===== src/rtl/lab_pkg.sv =====
// Shared types and screen geometry for the square outline plotter.
// Optional clear phase is controlled by SQUARE_OUTLINE_CLEAR_EN.
package lab_pkg;

    localparam int SCREEN_W = 160;
    localparam int SCREEN_H = 120;

    typedef enum logic [2:0] {
        IDLE,
        CLEAR,
        TOP,
        BOTTOM,
        LEFT,
        RIGHT,
        FINISH
    } state_e;

    // Zero-extend an unsigned screen quantity into the signed corner domain.
    function automatic logic signed [9:0] to_s10(input logic [7:0] v);
        return signed'({2'b00, v});
    endfunction

    function automatic logic on_screen(input logic signed [9:0] px,
                                       input logic signed [9:0] py);
        return !px[9] && (px < 10'(SCREEN_W)) && !py[9] && (py < 10'(SCREEN_H));
    endfunction

endpackage


===== src/rtl/square_outline_clear_scan.sv =====
// Raster scanner for the clear phase: x fastest across the screen, then y.
// Counters sit at the origin whenever the scan is not enabled.
module clear_scan
    import lab_pkg::*;
(
    input  logic       clk,
    input  logic       rst,
    input  logic       en_i,
    output logic [7:0] x_o,
    output logic [6:0] y_o,
    output logic       last_o
);

    logic [7:0] x_q, x_d;
    logic [6:0] y_q, y_d;

    assign x_o    = x_q;
    assign y_o    = y_q;
    assign last_o = (x_q == 8'(SCREEN_W - 1)) && (y_q == 7'(SCREEN_H - 1));

    always_comb begin
        x_d = x_q;
        y_d = y_q;
        if (!en_i) begin
            x_d = '0;
            y_d = '0;
        end else if (x_q == 8'(SCREEN_W - 1)) begin
            x_d = '0;
            y_d = last_o ? '0 : y_q + 7'd1;
        end else begin
            x_d = x_q + 8'd1;
        end
    end

    always_ff @(posedge clk) begin
        if (rst) begin
            x_q <= '0;
            y_q <= '0;
        end else begin
            x_q <= x_d;
            y_q <= y_d;
        end
    end

endmodule


===== src/rtl/square_outline.sv =====
// Square outline plotter: optional screen clear, then walks the four edges one pixel per cycle.
// Define SQUARE_OUTLINE_CLEAR_EN to include the clear phase.
module square_outline
    import lab_pkg::*;
(
    input  logic       clk,
    input  logic       rst,
    input  logic       start,
    input  logic [7:0] centre_x,
    input  logic [6:0] centre_y,
    input  logic [7:0] diameter,
    input  logic [2:0] colour,
    input  logic       forced_early_clear,
    output logic       done,
    output logic [7:0] vga_x,
    output logic [6:0] vga_y,
    output logic [2:0] vga_colour,
    output logic       vga_plot
);

    state_e            state_q, state_d;
    logic [7:0]        cx_q, cx_d;
    logic [6:0]        cy_q, cy_d;
    logic [6:0]        r_q, r_d;
    logic [2:0]        col_q, col_d;
    logic signed [9:0] cnt_q, cnt_d;
    logic signed [9:0] x0, x1, y0, y1, x0_in;
    logic signed [9:0] px, py;
    logic              draw;
    logic              unused_ok;

    // Corners are signed so edges hanging off the screen never wrap onto it.
    assign x0    = to_s10(cx_q) - to_s10({1'b0, r_q});
    assign x1    = to_s10(cx_q) + to_s10({1'b0, r_q});
    assign y0    = to_s10({1'b0, cy_q}) - to_s10({1'b0, r_q});
    assign y1    = to_s10({1'b0, cy_q}) + to_s10({1'b0, r_q});
    assign x0_in = to_s10(centre_x) - to_s10({1'b0, diameter[7:1]});

`ifdef SQUARE_OUTLINE_CLEAR_EN
    logic       clr_en;
    logic [7:0] scan_x;
    logic [6:0] scan_y;
    logic       scan_last;

    clear_scan u_clear_scan (
        .clk    (clk),
        .rst    (rst),
        .en_i   (clr_en),
        .x_o    (scan_x),
        .y_o    (scan_y),
        .last_o (scan_last)
    );

    assign unused_ok = diameter[0];
`else
    assign unused_ok = diameter[0] ^ forced_early_clear;
`endif

    always_comb begin
        state_d    = state_q;
        cx_d       = cx_q;
        cy_d       = cy_q;
        r_d        = r_q;
        col_d      = col_q;
        cnt_d      = cnt_q;
        px         = '0;
        py         = '0;
        draw       = 1'b0;
        done       = 1'b0;
        vga_x      = '0;
        vga_y      = '0;
        vga_colour = '0;
        vga_plot   = 1'b0;
`ifdef SQUARE_OUTLINE_CLEAR_EN
        clr_en     = 1'b0;
`endif
        case (state_q)
            IDLE: begin
                if (start) begin
                    cx_d    = centre_x;
                    cy_d    = centre_y;
                    r_d     = diameter[7:1];
                    col_d   = colour;
                    cnt_d   = x0_in;
                    state_d = TOP;
`ifdef SQUARE_OUTLINE_CLEAR_EN
                    if (!forced_early_clear) state_d = CLEAR;
`endif
                end
            end
`ifdef SQUARE_OUTLINE_CLEAR_EN
            CLEAR: begin
                clr_en   = 1'b1;
                vga_x    = scan_x;
                vga_y    = scan_y;
                vga_plot = 1'b1;
                if (scan_last) begin
                    cnt_d   = x0;
                    state_d = TOP;
                end
            end
`endif
            TOP: begin
                px   = cnt_q;
                py   = y0;
                draw = 1'b1;
                if (cnt_q == x1) begin
                    cnt_d   = x0;
                    state_d = (r_q == '0) ? FINISH : BOTTOM;
                end else begin
                    cnt_d = cnt_q + 10'sd1;
                end
            end
            BOTTOM: begin
                px   = cnt_q;
                py   = y1;
                draw = 1'b1;
                if (cnt_q == x1) begin
                    cnt_d   = y0 + 10'sd1;
                    state_d = LEFT;
                end else begin
                    cnt_d = cnt_q + 10'sd1;
                end
            end
            // Side edges skip the corner rows already drawn by TOP/BOTTOM.
            LEFT: begin
                px   = x0;
                py   = cnt_q;
                draw = 1'b1;
                if (cnt_q == y1 - 10'sd1) begin
                    cnt_d   = y0 + 10'sd1;
                    state_d = RIGHT;
                end else begin
                    cnt_d = cnt_q + 10'sd1;
                end
            end
            RIGHT: begin
                px   = x1;
                py   = cnt_q;
                draw = 1'b1;
                if (cnt_q == y1 - 10'sd1) state_d = FINISH;
                else                      cnt_d   = cnt_q + 10'sd1;
            end
            FINISH: begin
                done = 1'b1;
                if (!start) state_d = IDLE;
            end
            default: state_d = IDLE;
        endcase

        if (draw) begin
            vga_x      = px[7:0];
            vga_y      = py[6:0];
            vga_colour = col_q;
            vga_plot   = on_screen(px, py);
        end
    end

    always_ff @(posedge clk) begin
        if (rst) begin
            state_q <= IDLE;
            cx_q    <= '0;
            cy_q    <= '0;
            r_q     <= '0;
            col_q   <= '0;
            cnt_q   <= '0;
        end else begin
            state_q <= state_d;
            cx_q    <= cx_d;
            cy_q    <= cy_d;
            r_q     <= r_d;
            col_q   <= col_d;
            cnt_q   <= cnt_d;
        end
    end

endmodule


===== config.mk =====
export PLATFORM = sky130hd
export DESIGN_NAME = square_outline
export DESIGN_NICKNAME = d
export VERILOG_FILES = /design/src/rtl/lab_pkg.sv /design/src/rtl/square_outline_clear_scan.sv /design/src/rtl/square_outline.sv
export SDC_FILE = /design/constraint.sdc
export NUM_CORES = 1
export LEC_CHECK = 0
export CORE_AREA = 2 2 116 118
export CTS_BUF_LIST = sky130_fd_sc_hd__clkbuf_2
export DETAILED_ROUTE_END_ITERATION = 16
export DIE_AREA = 0 0 118 120
export GPL_TIMING_DRIVEN = 0
export HOLD_SLACK_MARGIN = 0.1
export SLEW_MARGIN = 20
export SYNTH_ARGS = -nofsm -noshare
export SYNTH_HDL_FRONTEND = slang
export SYNTH_SLANG_ARGS = --single-unit
export TNS_END_PERCENT = 5

===== constraint.sdc =====
create_clock -name clk -period 3.9 [get_ports clk]
set_clock_uncertainty 0.15 [all_clocks]
set_input_delay 0.975 -clock clk [delete_from_list [all_inputs] [get_ports clk]]
set_output_delay 0.975 -clock clk [all_outputs]
set_load 0.02 [all_outputs]

After elaboration in Yosys (flattened, before gate mapping)
Cells that the tools add are included.

word-level totals
  word-level logic and storage cells = 66
  flip-flop bits (word level) = 38
  output and inout port bits = 20

cells by class
  add/sub/neg operators = 8
  equal/unequal tests = 14
  muxes and demuxes = 22
  order comparisons = 2
  reductions and logical operators = 14

operators with widths
  cell                                                          count
  case mux 10 bit (3 select lines)                              2
  2-to-1 mux 10 bit                                             5
  case mux 10 bit (5 select lines)                              1
  2-to-1 mux 3 bit                                              8
  case mux 3 bit (6 select lines)                               1
  subtractor 8 x 7 -> 9 bit                                     2
  != test 2 bit (second input constant)                         7
  adder 10 x 2 -> 10 bit (second input constant)                1
  equality test 10 bit                                          1
  equality test 10 x 9 -> 1 bit                                 1
  less-than comparator 10 x 8 -> 1 bit (second input constant)  1
  less-than comparator 10 x 9 -> 1 bit (second input constant)  1
  adder 8 x 2 -> 9 bit (second input constant)                  1
  adder 8 x 7 -> 9 bit                                          1
  equality test 3 bit (second input constant)                   3
  subtractor 8 x 1 -> 9 bit (second input constant)             1
  adder 7 x 7 -> 8 bit                                          1
  2-to-1 mux 8 bit                                              1
  subtractor 7 x 7 -> 8 bit                                     1
  logical NOT 7 bit                                             1
  2-to-1 mux 7 bit                                              1
  equality test 3 x 2 -> 1 bit (second input constant)          2
  AND reduction 6 bit                                           1
  nonzero test 5 bit                                            1
  8 further kinds                                               14

Longest topological paths before layout
  depth in word-level cells = 8
  depth in mapped cells = 15
  depth with buffers taken out = 14

Least setup slack after synthesis
OpenSTA, ideal clock, no wires.

  kind = flip-flop to output port
  start point = register r_q[1]
  end point = output vga_plot
  required time = 2,775 ps
  arrival time = 2,838 ps
  cell stages (with the launch flop) = 11
  buffers on the path = 0
  slack = -63 ps
  cells stage by stage = dfxtp_1 > inv_1 > fa_1 > a21o_1 > a311o_1 > a21oi_1 > xnor2_1 > mux2_2 > o22ai_1 > nand4_1 > and4_1

between the ends
  longest elaborated chain between the ends = 7
  elaborated cells on any way between the ends = 14

ends and longest elaborated chain
  what                                                                       line                                        RTL
  start: declaration                                                         square_outline.sv:24                        logic [6:0] r_q, r_d;
  start signal: assignment                                                   square_outline.sv:171                       r_q <= r_d;
  adder 8 x 7 -> 9 bit or subtractor 8 x 7 -> 9 bit (tied branches)          square_outline.sv:34, square_outline.sv:33
  case mux 10 bit (3 select lines)                                           square_outline.sv:77                        case (state_q)
  less-than comparator 10 x 9 -> 1 bit or logical NOT 1 bit (tied branches)  lab_pkg.sv:25                               return !px[9] && (px < 10'(SCREEN_W)) && !py[9] && (py < 10'(SCREEN_H));
  logical AND 1 bit (2 in series)                                            lab_pkg.sv:25
  logical AND 1 bit (*)                                                      lab_pkg.sv:25
  2-to-1 mux 1 bit (*)                                                       square_outline.sv:151                       if (draw) begin
  end: declaration                                                           square_outline.sv:18                        output logic vga_plot

Every way passes the cells marked *; elsewhere a longest branch is shown, timed or not.

Worst setup path after layout
  start point = register r_q[4]
  end point = output vga_plot

Same word-level chain as after synthesis.

==> flow_summary.toml <==
[status]
status = "complete, but fails checks"
violations = "negative setup slack"

[timing]
setup_viol = 19
tightest_slew_ns = 0.7362
fmaxAchievable_ghz = 0.2255
rsz0062_at_grt = "true"
min_period_ns = 4.435
fin_ws_ns = -0.5350
holdWs_ns = 0.3226
relSlewSlack = 0.5065
hold_viol = 0
drv_slew = 0
period_share = 1.137

[global_routing]
antenna_found_initial = 0
grt-ovfl-total = 0
grt_first_pass_wirelength_mm = 26.97
grt_pass1_vias = 4875
grt_max_degree = 14
track_usage = 0.2467

[floorplan]
io_pins = 50
fp.dieH_um = 120
die_area_um2 = 14160
core_area_um2 = 12980
die_w_um = 118
floorplan.rows = 42
start_util = 0.3707

[drt]
wl_per_cell_um = 20.09
ant_nets = 0
vias_per_cell = 5.622
dr.pass1.iters = 7
drc = 0
routed_wl_mm = 17.88
drt_iter0_drc = 360
vias = 5004

[clock_network]
clk_latency_ns = 0.45
cts-root-buf = "clkbuf_2"
clock-sinks = 38
htreeDepth = 2
numCtsBuffers = 5
clk_path_buf_depth = 2
clkTransAtPathRegs_ns = 0.23
cts_hold_buf = 0
cts_tree = "yes"

[yosys]
ys_seq_area_frac = 0.1581
avgSynthCellArea_um2 = 7.484
synth_commonest_cells = "82 x nand2_1, 57 x a21oi_1, 42 x nor2_1"
netlist_instances = 643
synth_cell_types = 82
yosysMostFrequentCell = "nand2_1"
synth_edf_count = 0
synthArstFlopShare = 0
synth_fp_nets = 716
synth.area.top_cells = "dfxtp_1 16%, ha_1 9.9%, xnor2_1 6.7%, nand2_1 6.4%, a21oi_1 5.9%"
yosysTopAreaCellShare = 0.1581
ys_seq_elements = 38
ys.flop_type = "dfxtp_1"
synth.cell_area_um2 = 4812
synth_area_leader_cell = "dfxtp_1"
yosys_warnings = 0

[final_layout]
drive_above_1_share = 0.1863
seqCellArea_um2 = 785.8
multi_input_area_um2 = 3995
fill_cells = 1324
syn_to_final_growth_pct = 24.96
n_antenna_cell = 0
fin_nets = 786

[pwr]
seqPwrFrac = 0.234
power.total_uw = 1947
powerDensity_nw_per_um2 = 323.8
ir_worst_vdd_v = 0.0002114
clkPwrFrac = 0.174
combinationalPowerShare = 0.592
switchingPower_uw = 854.5
leakage_uw = 0.002424
switching_share = 0.4388
intPower_uw = 1093

[setup_path]
cp_max_fo = 10
cp.required_ns = 2.77
path_class = "reg -> out"
worstSetupStartpointType = "flop"
critPathCaptureType = "output port"
cp.arrival_ns = 3.31

[hold_path]
min_path_type = "reg -> reg"

[placement]
io_buffers = 46
hpwl_mm = 13.66
gp_congestion = 0.9894

[flow_run]
maxCapViolations = 0
stage by stage:
step / std cells / area (µm²) / TNS [ns] / setup slack, ns / utilization
global placement: 865 / 5499 / -7.992 / -0.7844 / 0.4237
CTS: 881 / 5884 / -2.050 / -0.4727 / 0.4533
finish: 890 / 6013 / -2.164 / -0.5350 / 0.4633
global route: 890 / 6013 / -5.559 / -0.5825 / 0.4633
detailed placement: 865 / 5504 / -8.638 / -0.8368 / 0.4240
floorplan: 643 / 4818 / 0 / 0.03906 / -
routing by layer:
layer | vias up | share of wire | track usage
met2 | 208 | 0.47 | 0.4179
li1 | 2413 | - | -
met1 | 2330 | 0.42 | 0.3063
met4 | 0 | 0.041 | 0.1062
met5 | - | 0 | 0
met3 | 53 | 0.068 | 0.04658
repair_timing:
item,CTS,global route
setup endpoints to repair,28,30
pin swaps,20,13
setup buffers,11,9
gates resized for setup,98,31
hold endpoints to repair,0,0
gates cloned,0,0
kinds of logic (layout without fill, tap and decap cells):
family                     Yosys count  count (layout)  synth area share
AOI/OAI and AO/OA                  168             168            0.2452
xor gates and xnor gates            56              56            0.1149
buffers and inverters               79             150           0.06682
adders and majority gates           44              44            0.1217
and+or+nand+nor                    237             237            0.2491
DFF                                 38              38            0.1581
muxes                               21              21           0.04420
area by class of cell:
class / instances / share of cell area
Timing Repair Buffer: 66 / 0.09655
Buffer: 35 / 0.02955
Inverter: 41 / 0.02663
Clock inverter: 3 / 0.01144
Multi-Input combinational cell: 526 / 0.6644
Tap cell: 176 / 0.03662
Clock buffer: 5 / 0.004161
Sequential cell: 38 / 0.1307
power by group through the flow:
stage               clock, µW  sequential [µW]  combinational (µW)
finish                    339              456                1150
global route              348              459                1230
CTS                       339              455                1080
detailed placement          0              464                 997
global placement            0              463                 992
floorplan                   0              450                 716
placed cells by master, fill, tap and decap left out, types with 6 or more instances in the layout:
master and n:
buf_2 6, ha_1 33, and2_1 6, mux2i_1 16, nand2b_1 9, a211oi_1 6
xor2_1 14, nor2b_1 12, a21oi_1 52, xnor2_1 34, o21ai_1 7, inv_1 34
clkbuf_2 12, nand2_1 82, nor2_1 42, nor3_1 15, clkdlybuf4s50_1 34, nand3_1 21
dfxtp_1 28, a21o_1 10, o21ai_0 24, buf_4 27, clkbuf_1 19, or3_1 6
registers in the layout, indices dropped and copies added, names as in the netlist:
register,flops
r_q,7
col_q,3
cx_q,8
state_q,3
cy_q,7
cnt_q,10
critical path: stages (launching register included):
cell	delay, ns
dfxtp_4	0.41
inv_1	0.17
ha_4	0.25
buf_4	0.20
and2_1	0.17
a311o_1	0.34
a21oi_2	0.18
xnor2_2	0.13
mux2_4	0.29
o22ai_4	0.12
nand4_1	0.23
and4_1	0.24
buf_6	0.13
path summary, 6_finish.rpt:
kind	start	endpoint	slack [ns]	cells past startpoint
worst max-delay path	r_q[4]$_SDFFE_PP0P_	vga_plot	-0.54	12
worst min-delay path	col_q[0]$_SDFFE_PP0P_	col_q[0]$_SDFFE_PP0P_	0.32	2
worst min register to register	col_q[0]$_SDFFE_PP0P_	col_q[0]$_SDFFE_PP0P_	0.32	2
worst max register to register	r_q[3]$_SDFFE_PP0P_	cnt_q[7]$_SDFFE_PP0P_	-0.16	16
(Power assumes the default switching activity.)
